<file path="src/rtl/countdown_display_pkg.sv">
// Shared sweep-state type, segment constants and the BCD-to-segment decoder.
// The optional blink feature is enabled by COUNTDOWN_DISPLAY_BLINK_EN.
package countdown_display_pkg;

    localparam int unsigned NUM_CH  = 5;
    localparam int unsigned NUM_DIG = 10;

    localparam logic [6:0] SEG_BLANK = 7'h7F;
    localparam logic [6:0] SEG_DASH  = 7'b011_1111;
    localparam logic [3:0] BCD_DASH  = 4'hE;
    localparam logic [3:0] BCD_BLANK = 4'hF;

    typedef enum logic [2:0] {IDLE, SNAP, CONV, NEXT, COMMIT} sweep_state_e;

    // Active-low {g,f,e,d,c,b,a}; codes A..D fall through to blank.
    function automatic logic [6:0] seg7(input logic [3:0] bcd);
        logic [6:0] seg;
        case (bcd)
            4'd0:     seg = 7'h40;
            4'd1:     seg = 7'h79;
            4'd2:     seg = 7'h24;
            4'd3:     seg = 7'h30;
            4'd4:     seg = 7'h19;
            4'd5:     seg = 7'h12;
            4'd6:     seg = 7'h02;
            4'd7:     seg = 7'h78;
            4'd8:     seg = 7'h00;
            4'd9:     seg = 7'h10;
            BCD_DASH: seg = SEG_DASH;
            default:  seg = SEG_BLANK;
        endcase
        return seg;
    endfunction

endpackage

</file>
<file path="src/rtl/countdown_display_bin2bcd_seq.sv">
// Sequential double-dabble converter to two BCD digits; values above 99 raise Over
// and report 9,9. Start is ignored while a conversion is running.
module bin2bcd_seq #(
    parameter int unsigned W = 6
) (
    input  logic         Clock,
    input  logic         Reset,
    input  logic         Start,
    input  logic [W-1:0] Bin,
    output logic         Done,
    output logic [3:0]   Tens,
    output logic [3:0]   Units,
    output logic         Over
);

    localparam int unsigned CW = $clog2(W + 1);

    logic [W-1:0]  bin_q;
    logic [7:0]    bcd_q;
    logic          over_q;
    logic          done_q;
    logic [CW-1:0] cnt_q;

    logic [7:0]    adj_c;
    logic [7:0]    bcd_nxt_c;
    logic          over_nxt_c;

    // One add-3/shift step; a bit leaving the tens digit means the value is >= 100.
    always_comb begin
        adj_c = bcd_q;
        if (adj_c[3:0] >= 4'd5) adj_c[3:0] = adj_c[3:0] + 4'd3;
        if (adj_c[7:4] >= 4'd5) adj_c[7:4] = adj_c[7:4] + 4'd3;
        bcd_nxt_c  = {adj_c[6:0], bin_q[W-1]};
        over_nxt_c = over_q | adj_c[7];
    end

    always_ff @(posedge Clock or posedge Reset) begin
        if (Reset) begin
            bin_q  <= '0;
            bcd_q  <= '0;
            over_q <= 1'b0;
            done_q <= 1'b0;
            cnt_q  <= '0;
        end else begin
            done_q <= 1'b0;
            if (cnt_q == '0) begin
                if (Start) begin
                    bin_q  <= Bin;
                    bcd_q  <= '0;
                    over_q <= 1'b0;
                    cnt_q  <= CW'(W);
                end
            end else begin
                bin_q  <= bin_q << 1;
                over_q <= over_nxt_c;
                cnt_q  <= cnt_q - CW'(1);
                if (cnt_q == CW'(1)) begin
                    done_q <= 1'b1;
                    bcd_q  <= over_nxt_c ? 8'h99 : bcd_nxt_c;
                end else begin
                    bcd_q  <= bcd_nxt_c;
                end
            end
        end
    end

    assign Done  = done_q;
    assign Tens  = bcd_q[7:4];
    assign Units = bcd_q[3:0];
    assign Over  = over_q;

endmodule

</file>
<file path="src/rtl/countdown_display.sv">
// Five countdown channels -> shared BCD conversion sweep -> 10-digit multiplexed display.
// Define COUNTDOWN_DISPLAY_BLINK_EN to blink channels showing 1..3.
module countdown_display
    import countdown_display_pkg::*;
#(
    parameter int unsigned TW         = 6,
    parameter int unsigned PW         = 6,
    parameter int unsigned ScanDiv    = 50_000,
    parameter int unsigned RefreshDiv = 500_000,
    parameter int unsigned BlinkDiv   = 12_500_000
) (
    input  logic               Clock,
    input  logic               Reset,
    input  logic [TW-1:0]      TLsec,
    input  logic [TW-1:0]      TMsec,
    input  logic [TW-1:0]      TRsec,
    input  logic [PW-1:0]      PLsec,
    input  logic [PW-1:0]      PRsec,
    output logic [6:0]         Seg,
    output logic [NUM_DIG-1:0] DigitSel,
    output logic               Busy
);

    localparam int unsigned W   = (TW > PW) ? TW : PW;
    localparam int unsigned SW  = (ScanDiv > 1) ? $clog2(ScanDiv) : 1;
    localparam int unsigned RW  = (RefreshDiv > 1) ? $clog2(RefreshDiv) : 1;
    localparam int unsigned IW  = $clog2(NUM_DIG);
    localparam int unsigned CHW = $clog2(NUM_CH);

    sweep_state_e                   state_q, state_d;
    logic [RW-1:0]                  ref_cnt_q;
    logic                           ref_tc_c;
    logic [NUM_CH-1:0][W-1:0]       snap_q;
    logic [CHW-1:0]                 ch_q;
    logic [NUM_DIG-1:0][3:0]        shadow_q;
    logic [NUM_DIG-1:0][3:0]        disp_q;
    logic                           conv_start_q;
    logic                           busy_q;
    logic                           conv_done;
    logic                           conv_over;
    logic [3:0]                     conv_tens;
    logic [3:0]                     conv_units;
    logic [3:0]                     tens_code_c;
    logic [3:0]                     units_code_c;
    logic [SW-1:0]                  scan_cnt_q;
    logic                           scan_tc_c;
    logic [IW-1:0]                  idx_q;
    logic [IW-1:0]                  idx_nxt_c;
    logic [6:0]                     seg_q;
    logic [6:0]                     digit_seg_c;
    logic [NUM_DIG-1:0]             sel_q;

    bin2bcd_seq #(.W(W)) u_bin2bcd (
        .Clock (Clock),
        .Reset (Reset),
        .Start (conv_start_q),
        .Bin   (snap_q[ch_q]),
        .Done  (conv_done),
        .Tens  (conv_tens),
        .Units (conv_units),
        .Over  (conv_over)
    );

    assign ref_tc_c = (ref_cnt_q == RW'(RefreshDiv - 1));

    always_ff @(posedge Clock or posedge Reset) begin
        if (Reset) state_q <= IDLE;
        else       state_q <= state_d;
    end

    always_comb begin
        state_d = state_q;
        unique case (state_q)
            IDLE:    if (ref_tc_c) state_d = SNAP;
            SNAP:    state_d = CONV;
            CONV:    if (conv_done) state_d = NEXT;
            NEXT:    state_d = (ch_q == CHW'(NUM_CH - 1)) ? COMMIT : CONV;
            COMMIT:  state_d = IDLE;
            default: state_d = IDLE;
        endcase
    end

    // Over -> two dashes; a zero tens digit is blanked so single digits show on units only.
    always_comb begin
        tens_code_c  = conv_tens;
        units_code_c = conv_units;
        if (conv_over) begin
            tens_code_c  = BCD_DASH;
            units_code_c = BCD_DASH;
        end else if (conv_tens == 4'd0) begin
            tens_code_c  = BCD_BLANK;
        end
    end

    always_ff @(posedge Clock or posedge Reset) begin
        if (Reset) begin
            ref_cnt_q    <= '0;
            snap_q       <= '0;
            ch_q         <= '0;
            shadow_q     <= {NUM_DIG{BCD_BLANK}};
            disp_q       <= {NUM_DIG{BCD_BLANK}};
            conv_start_q <= 1'b0;
            busy_q       <= 1'b0;
        end else begin
            ref_cnt_q    <= ref_tc_c ? '0 : ref_cnt_q + RW'(1);
            conv_start_q <= (state_d == CONV) && (state_q != CONV);
            busy_q       <= state_d inside {SNAP, CONV, NEXT};
            case (state_q)
                SNAP: begin
                    snap_q[0] <= W'(TLsec);
                    snap_q[1] <= W'(TMsec);
                    snap_q[2] <= W'(TRsec);
                    snap_q[3] <= W'(PLsec);
                    snap_q[4] <= W'(PRsec);
                    ch_q      <= '0;
                end
                NEXT: begin
                    shadow_q[{ch_q, 1'b0}] <= tens_code_c;
                    shadow_q[{ch_q, 1'b1}] <= units_code_c;
                    ch_q                   <= ch_q + CHW'(1);
                end
                COMMIT:  disp_q <= shadow_q;
                default: ;
            endcase
        end
    end

`ifdef COUNTDOWN_DISPLAY_BLINK_EN
    localparam int unsigned BW = (BlinkDiv > 1) ? $clog2(BlinkDiv) : 1;

    logic [BW-1:0]     blink_cnt_q;
    logic              phase_q;
    logic [NUM_CH-1:0] shadow_blink_q;
    logic [NUM_CH-1:0] disp_blink_q;
    logic              blink_ok_c;

    assign blink_ok_c = !conv_over && (conv_tens == 4'd0) &&
                        (conv_units inside {4'd1, 4'd2, 4'd3});

    // Blink flags travel with the digits so they commit in the same cycle.
    always_ff @(posedge Clock or posedge Reset) begin
        if (Reset) begin
            blink_cnt_q    <= '0;
            phase_q        <= 1'b0;
            shadow_blink_q <= '0;
            disp_blink_q   <= '0;
        end else begin
            if (blink_cnt_q == BW'(BlinkDiv - 1)) begin
                blink_cnt_q <= '0;
                phase_q     <= ~phase_q;
            end else begin
                blink_cnt_q <= blink_cnt_q + BW'(1);
            end
            if (state_q == NEXT)   shadow_blink_q[ch_q] <= blink_ok_c;
            if (state_q == COMMIT) disp_blink_q         <= shadow_blink_q;
        end
    end

    assign digit_seg_c = (phase_q && disp_blink_q[idx_q[IW-1:1]]) ? SEG_BLANK
                                                                   : seg7(disp_q[idx_q]);
`else
    // BlinkDiv has no effect without the blink feature.
    logic unused_blink;
    assign unused_blink = (BlinkDiv == 0);
    assign digit_seg_c  = seg7(disp_q[idx_q]);
`endif

    assign scan_tc_c = (scan_cnt_q == SW'(ScanDiv - 1));
    assign idx_nxt_c = (idx_q == IW'(NUM_DIG - 1)) ? '0 : idx_q + IW'(1);

    // Digit scan; Seg is blanked for the first cycle of each new digit to avoid ghosting.
    always_ff @(posedge Clock or posedge Reset) begin
        if (Reset) begin
            scan_cnt_q <= '0;
            idx_q      <= '0;
            seg_q      <= SEG_BLANK;
            sel_q      <= '1;
        end else begin
            scan_cnt_q <= scan_tc_c ? '0 : scan_cnt_q + SW'(1);
            if (scan_tc_c) begin
                idx_q <= idx_nxt_c;
                sel_q <= ~(NUM_DIG'(1) << idx_nxt_c);
                seg_q <= SEG_BLANK;
            end else begin
                sel_q <= ~(NUM_DIG'(1) << idx_q);
                seg_q <= digit_seg_c;
            end
        end
    end

    assign Seg      = seg_q;
    assign DigitSel = sel_q;
    assign Busy     = busy_q;

endmodule

</file>
<file path="config.mk">
export PLATFORM = sky130hd
export DESIGN_NAME = countdown_display
export DESIGN_NICKNAME = d
export VERILOG_FILES = /design/src/rtl/countdown_display_pkg.sv /design/src/rtl/countdown_display_bin2bcd_seq.sv /design/src/rtl/countdown_display.sv
export SDC_FILE = /design/constraint.sdc
export NUM_CORES = 1
export LEC_CHECK = 0
export CAP_MARGIN = 20
export CORE_MARGIN = 5
export CORE_UTILIZATION = 30
export DETAILED_ROUTE_END_ITERATION = 16
export PLACE_DENSITY = 0.52
export SLEW_MARGIN = 10
export SYNTH_ARGS = -nofsm -noshare
export SYNTH_HDL_FRONTEND = slang
export SYNTH_SLANG_ARGS = --single-unit
</file>
<file path="constraint.sdc">
create_clock -name Clock -period 6.3 [get_ports Clock]
set_clock_uncertainty 0.1 [all_clocks]
set_input_delay 1.575 -clock Clock [delete_from_list [all_inputs] [get_ports Clock]]
set_output_delay 1.575 -clock Clock [all_outputs]
set_load 0.005 [all_outputs]
</file>
Yosys cells after proc, flatten, opt, wreduce, memory -nomap -nowiden
Memory sizes are Yosys's and may differ from the RTL's.
Index checks and enable logic that the tools add are counted.
Widths: inputs -> output; s select.
Word-level totals
  register bits after elaboration: 193
  latch bits: 0
  bits in writable memories: 0
  bits in read-only memories: 112
  input bits: 32
  memories: 1
Memory list
  (name not given): words 16, width 7, rd ports 1, clocked after Yosys merged registers in 0, wr ports 0, RTL line countdown_display_pkg.sv:18  | case (bcd)
Cells by class
  add/subtract/negate cells: 7
  multiply operators: 0
  divide/modulo/power cells: 0
  order comparisons: 8
  equal/unequal tests: 14
  shifts and indexed selects: 2
  mux-type cells: 37
  bitwise logic cells: 3
  reduce and logical (&&, ||, !) cells: 8
Operators by type and width (number)
  $bwmux 40: 2
  $mux 4: 9
  $mux 8: 4
  $demux 4 s3: 2
  $not 10->10: 2
  $shl 1x4->10 const A: 2
  $add 19x1->19 const B: 1
  $eq 19x19->1 const B: 1
  $mux 19: 1
  $bmux 6 s3: 1
  $mux 6: 3
  $add 16x1->16 const B: 1
  $bmux 4 s4: 1
  $eq 16x16->1 const B: 1
  $mux 16: 1
  $lt 4x5->1 const B: 3
  $mux 3: 5
  $eq 3x2->1 const B: 4
  $pmux 3 s4: 1
  $mux 10: 1
  $eq 3x1->1 const B: 3
  $add 4x2->4 const B: 2
  $ge 4x1->1 const B: 2
  $ge 4x3->1 const B: 2
  other kinds (17): 24

Longest topological paths before layout
Gate-level depths: netlist (run 1).
  word-level depth: 6
  mapped depth: 10
  gate-level depth less buffers: 8

By module
From an unflattened synthesis (run 1), not the netlist that was laid out.
Second synthesis, totals
  cells, all modules: 767
  area, all modules: 8857.2 µm²
Modules (own cells, without submodules)
  countdown_display: instances 1, cells each 665, area an instance 7820.0 µm²
  bin2bcd_seq: instances 1, cells each 102, area an instance 1037.2 µm²

Worst setup path after synthesis (run 1)
Ideal clock, no wire load.
  kind: reg-to-reg
  start: register idx_q[0]
  end: register seg_q[5] (netlist: Seg[5])
  data arrival time: 2.071 ns
  path slack: 4.042 ns
  stages on the path, launching flop included: 10
  path buffers: 2
  cells stage by stage: dfrtp_1 > buf_6 > buf_4 > mux4_2 > a22oi_1 > o21a_1 > inv_1 > ha_1 > nor4_1 > a21oi_1
On the way
  longest elaborated chain between the ends: 4
Ends and longest elaborated chain
  from (decl): RTL line countdown_display.sv:47  | logic [IW-1:0] idx_q;
  from (signal assigned): RTL line countdown_display.sv:181  | idx_q <= idx_nxt_c;
  $bmux 4 s4: RTL line countdown_display.sv:165  | assign digit_seg_c = seg7(disp_q[idx_q]);
  $mux 4 (not written as such): RTL line countdown_display.sv:165
  $mem_v2 16x7
  $mux 7: RTL line countdown_display.sv:180  | if (scan_tc_c) begin
  to (signal assigned): RTL line countdown_display.sv:186  | seg_q <= digit_seg_c;
  to (decl): RTL line countdown_display.sv:49  | logic [6:0] seg_q;
No other way between the ends. The select of a mux whose other input is x is not followed.
A chain may end at the register's enable or synchronous reset.

Worst setup path after layout (run 1)
  start: register seg_q[0] (netlist: Seg[0])
  end: output port Seg[0]
RTL lines
  to (decl): RTL line countdown_display.sv:19  | output logic [6:0] Seg,
No word-level cell between the ends.

==> results_dict.tcl, run 1 <==
set metrics [dict create \
    status "complete, no violations" \
    avgSynthCellArea_um2 11.5 \
    synthArstFlopShare_pct 100 \
    ys_top_cells_by_count "dfstp_2, dfrtp_1, nand2_1" \
    wl_per_cell_um 14.2 \
    p_sw_share_pct 23.0 \
    core_um2 29400 \
    synth_cells 771 \
    whs_path_depth 1 \
    clockRootBuffer "clkbuf_16" \
    layoutNonFillerInstCount 1207 \
    synth_edf_count 0 \
    cts_setup_buffers 0 \
    die_y_um 182 \
    p_seq_share_pct 52.0 \
    synth-main-ff-cell "dfstp_2" \
    crit_start "Seg[0]$_DFF_PP1_" \
    vias 5626 \
    post_cts_resized 0 \
    grt-ovfl-total 0 \
    h-tree-depth 4 \
    rows 63 \
    r2r-end "Seg[1]$_DFF_PP1_" \
    dieArea_um2 33100 \
    critPathArrivalTime_ns 1.44 \
    leakage_nw 4.11 \
    critical_path_class "flop to output pin" \
    tightestPinTransition_ns 1.02 \
    dp_hpwl_um 11200 \
    drc 0 \
    rr_worst_depth 8 \
    maxSlewHeadroom_pct 31.7 \
    synth.distinct_cells 61 \
    combPwrFrac_pct 1.9 \
    drive_above_1_share_pct 27.5 \
    viasPerCell 4.66 \
    cp_data_required_time_ns 4.62 \
    internal-power_mw 1.84 \
    synth_nets 821 \
    cp.depth 1 \
    synth_area_leader_cell "dfstp_2" \
    ir_drop_v 0.000177 \
    power_mw 2.39 \
    die_w_um 182 \
    yosysSeqAreaShare_pct 55.8 \
    initial_utilization_pct 30.2 \
    path_max_fanout 1 \
    fin_nets 854 \
    antenna_cells 0 \
    hp-class "flop to flop" \
    yosysMostFrequentCell "dfstp_2" \
    crit_path_max_incr_delay_ns 0.52 \
    antenna_left 0 \
    area_delta_synth_final_pct 16.6 \
    critPathBufInv 1 \
    place_congestion 0.744 \
    slowest_stage "dfstp_2" \
    fmax_mhz 321 \
    synth_top_cell_area_share_pct 28.7 \
    setup_violations 0 \
    grt_pass1_wl_um 29800 \
    cts_buffers 17 \
    dr.pass1.iters 4 \
    start_kind "flop" \
    yosys_warnings 0 \
    crit_end "Seg[0]" \
    num_io_pins 50 \
    clk_pin_slew_worst_paths_ns 0.08 \
    synthTopCellsByArea "dfstp_2, dfrtp_1, mux2_2" \
    grt_usage_pct 10.9 \
    rsz0062_at_grt "false" \
    power_density_nw_per_um2 231 \
    synth_area_um2 8870 \
    antenna_found_initial 0 \
    dp_cells 1175 \
    path_delay_family "flip-flops" \
    drt_iter0_drc 271 \
    post-route-period-util_pct 49.5 \
    io_buffers 49 \
    drv_cap 0 \
    pwr-share-clk_pct 46.2 \
    ys_ff_latch 193 \
    crit_path_end_kind "output pin" \
    r2r_slack_ns 3.56 \
    switchingPower_mw 0.549 \
    clock-sinks 193 \
    clk_path_buf_depth 2 \
    insertion_delay_ns 0.43 \
    hold_viol 0 \
    finalMaxSlewViolations 0 \
    wl_um 17100 \
    cts_tree "built" \
    grt_max_degree 194 \
    period_needed_ns 3.12 \
    grt_pass1_vias 5730 \
    fin_tns_setup_ns 0 \
    path_cells "clkdlybuf4s50_1" \
    worstReg2RegStart "idx_q[0]$_DFFE_PP0P_" \
    hold_buffers 0 \
]
==> layout make-up <==
type	count	area (µm²)
Fill cell	2912	19100
Sequential cell	193	4950
Multi-Input combinational cell	518	3680
Timing Repair Buffer	54	541
Tap cell	390	488
Clock buffer	18	439
Clock inverter	14	165
Inverter	20	78.8
==> cell families after synthesis <==
family	after synthesis	share of synthesized area [%]
muxes	105	13.7
and+or+nand+nor	231	12.8
DFF	193	55.8
AOI/OAI and AO/OA	131	9.08
adders and majority gates	18	2.54
xor gates and xnor gates	33	3.26
buffers and inverters	60	2.76
==> cells in the final DEF (no fill, tap or decap), types with 17 or more instances in the layout <==
| cell type | netlist | routed |
|---|---|---|
| mux2i_1 | 25 | 25 |
| clkdlybuf4s50_1 | 0 | 49 |
| nand3_1 | 19 | 19 |
| nor2_1 | 53 | 52 |
| o21ai_0 | 66 | 66 |
| ha_1 | 18 | 18 |
| clkbuf_16 | 0 | 17 |
| xor2_1 | 17 | 17 |
| nand2_1 | 80 | 80 |
| mux2_2 | 73 | 73 |
| a21oi_1 | 21 | 21 |
| inv_1 | 20 | 19 |
| dfrtp_1 | 96 | 96 |
| dfstp_2 | 97 | 97 |
==> worst reg2reg max path: cells and delay by family, from the launching register on <==
| family | cells | cell delay [ns] |
|---|---|---|
| AOI/OAI and AO/OA | 4 | 0.73 |
| adders and majority gates | 1 | 0.27 |
| buffers and inverters | 2 | 0.51 |
| DFF | 1 | 0.49 |
| muxes | 1 | 0.56 |
==> layer usage <==
| layer | part of all wire, % | global-route usage [%] |
|---|---|---|
| met2 | 46 | 17.1 |
| met5 | 0 | 0 |
| met1 | 51 | 15.2 |
| met3 | 3.1 | 2.94 |
| met4 | 0.67 | 2.07 |
==> worst min-delay path by stage <==
| stage | endpoint | from | slack (ns) |
|---|---|---|---|
| after global routing | scan_cnt_q[0]$_DFF_PP0_ | scan_cnt_q[0]$_DFF_PP0_ | 0.39 |
| after detailed placement | scan_cnt_q[0]$_DFF_PP0_ | scan_cnt_q[0]$_DFF_PP0_ | 0.35 |
| after CTS | scan_cnt_q[0]$_DFF_PP0_ | scan_cnt_q[0]$_DFF_PP0_ | 0.36 |
| after global placement | scan_cnt_q[0]$_DFF_PP0_ | scan_cnt_q[0]$_DFF_PP0_ | 0.34 |
| after floorplan | scan_cnt_q[0]$_DFF_PP0_ | scan_cnt_q[0]$_DFF_PP0_ | 0.32 |
| final | scan_cnt_q[0]$_DFF_PP0_ | scan_cnt_q[0]$_DFF_PP0_ | 0.36 |
==> stage by stage <==
stage               worst slack (ns)  cell area (µm²)  hold WS (ns)  utilization [%]
global placement                3.16             9740         0.341             33.1
detailed placement              3.17             9740         0.346             33.1
finish                          3.18            10300         0.356             35.2
CTS                             3.16            10300         0.357             35.2
global route                    3.13            10300         0.388             35.2
floorplan                       2.21             8880         0.324                -
==> power groups by stage <==
stage | clock network (mW) | registers (mW) | logic [mW]
2_1_floorplan | 0 | 1.26 | 0.0178
3_3_place_gp | 0 | 1.26 | 0.0477
3_5_place_dp | 0 | 1.26 | 0.0473
4_1_cts | 1.14 | 1.24 | 0.0470
5_1_grt | 1.19 | 1.24 | 0.0512
6_report | 1.10 | 1.24 | 0.0444
==> flip-flops by register name, indices dropped and copies added, names as in the netlist, 3 cells and up <==
| signal | cells |
|---|---|
| shadow_q | 40 |
| snap_q | 30 |
| u_bin2bcd.cnt_q | 3 |
| u_bin2bcd.bin_q | 6 |
| Seg | 7 |
| ref_cnt_q | 19 |
| u_bin2bcd.bcd_q | 8 |
| idx_q | 4 |
| state_q | 3 |
| disp_q | 40 |
| DigitSel | 10 |
| ch_q | 3 |
| scan_cnt_q | 16 |
Power figures use the tool's default switching activity.
==> inputs of run 2 (changes only) <==
Clock period 6.3 ns to 2.7 ns, I/O delays scaled along.
==> run 2 against run 1 <==
Net effect:
- combinational power grew to 2.6 times the previous value
- sequential cell count stayed put
- utilization up 0.63 points
- cell count rose by 1.9%
==> results_dict.tcl, run 2 (synthesis gave the netlist of run 1 again) <==
set metrics [dict create \
    h-tree-depth 4 \
    fin_ws_ns 0.267 \
    grt_pass1_wl_um 30900 \
    drive_above_1_share_pct 29.4 \
    rows 63 \
    io_buffers 49 \
    initial_utilization_pct 30.2 \
    clk_path_buf_depth 2 \
    grt_pass1_vias 5841 \
    cp_data_required_time_ns 2.95 \
    clock-sinks 193 \
    leakage_nw 4.23 \
    dieArea_um2 33100 \
    fin_nets 877 \
    drv_cap 0 \
    clockRootBuffer "clkbuf_16" \
    dr.pass1.iters 4 \
    pre_cts_ws_ns 0.273 \
    grt-ovfl-total 0 \
    drc 0 \
    antenna_cells 0 \
    path_max_fanout 9 \
    layout_commonest_cell "dfstp_2" \
    cts_tree "built" \
    start_kind "flop" \
    insertion_delay_ns 0.43 \
    clk_pin_slew_worst_paths_ns 0.07 \
    period_needed_ns 2.43 \
    crit_path_end_kind "flop" \
    fill_cells 2894 \
    final_cell_mix "dfstp_2, dfrtp_1, nand2_1" \
    area_delta_synth_final_pct 18.6 \
    cts_buffers 17 \
    reg.largest.list "disp_q (40), shadow_q (40), snap_q (30)" \
    core_um2 29400 \
    grt_usage_pct 11.4 \
    rsz0062_at_grt "false" \
    drt_iter0_drc 324 \
    die_y_um 182 \
    num_io_pins 50 \
    post_cts_resized 0 \
    cts_setup_buffers 0 \
    critical_path_class "flop to flop" \
    wl_um 18000 \
    antenna_left 0 \
    hold_viol 0 \
    vias 5709 \
    critPathArrivalTime_ns 2.68 \
    grt_max_degree 47 \
    hp-class "flop to flop" \
    dp_hpwl_um 12600 \
    place_congestion 0.759 \
    antenna_found_initial 0 \
    die_w_um 182 \
    power_density_nw_per_um2 525 \
    post-route-period-util_pct 90.1 \
    hold_buffers 0 \
    finalMaxSlewViolations 0 \
    ir_drop_v 0.000454 \
    fmax_mhz 411 \
    power_mw 5.52 \
    maxSlewHeadroom_pct 49.7 \
    tightestPinTransition_ns 0.749 \
    r2r_slack_ns 0.27 \
    status "complete, no violations" \
    setup_violations 0 \
    viasPerCell 4.64 \
    wl_per_cell_um 14.6 \
]
==> run 2: final cells by class <==
cell class              count  area (µm²)  share of cell area, %
clock buffers              19         443                   4.21
flip-flops and latches    193        4950                   47.0
well taps                 390         488                   4.64
inverters                  20        78.8                  0.749
multi-input cells         518        3680                   35.0
repair buffers             77         751                   7.13
clock inverters            13         135                   1.28
==> run 2: critical path, stage by stage (launching register included) <==
cell	delay (ns)
dfrtp_1	0.50
or3b_1	0.53
o21ai_2	0.38
inv_1	0.14
ha_1	0.23
mux2_1	0.30
a32oi_1	0.17
==> run 2: layer usage <==
| layer | vias up | share of wire [%] | GRT usage, % |
|---|---|---|---|
| met3 | 18 | 3.4 | 2.78 |
| met1 | 2783 | 50 | 16.0 |
| li1 | 2821 | - | - |
| met2 | 87 | 45 | 17.5 |
| met5 | - | 0 | 0 |
| met4 | 0 | 1.4 | 3.12 |
==> run 2: where the power goes <==
part / total (mW) / switching, mW / internal (mW)
Combinational: 0.116 / 0.0649 / 0.0511
Sequential: 2.90 / 0 / 2.90
Clock: 2.51 / 1.12 / 1.39
Total: 5.52 / 1.18 / 4.34
==> run 2: final timing paths <==
kind / cells after the start / to / start
max: 6 / Seg[4]$_DFF_PP1_ / idx_q[1]$_DFFE_PP0P_
min in group asynchronous: 2 / ref_cnt_q[11]$_DFF_PP0_ / Reset
min: 1 / scan_cnt_q[0]$_DFF_PP0_ / scan_cnt_q[0]$_DFF_PP0_
min reg2reg: 1 / scan_cnt_q[0]$_DFF_PP0_ / scan_cnt_q[0]$_DFF_PP0_
max reg2reg: 6 / Seg[4]$_DFF_PP1_ / idx_q[1]$_DFFE_PP0P_
max in group asynchronous: 3 / shadow_q[34]$_DFFE_PP1P_ / Reset
==> run 2: per-stage QoR <==
step | hold slack, ns | cell area, µm² | cells | util, % | setup TNS, ns
after floorplan | 0.324 | 8880 | 771 | - | -46.68
after global placement | 0.347 | 9950 | 1198 | 33.8 | 0
after detailed placement | 0.353 | 9950 | 1198 | 33.8 | 0
after CTS | 0.363 | 10500 | 1230 | 35.8 | 0
after global routing | 0.385 | 10500 | 1230 | 35.8 | 0
final | 0.360 | 10500 | 1230 | 35.8 | 0
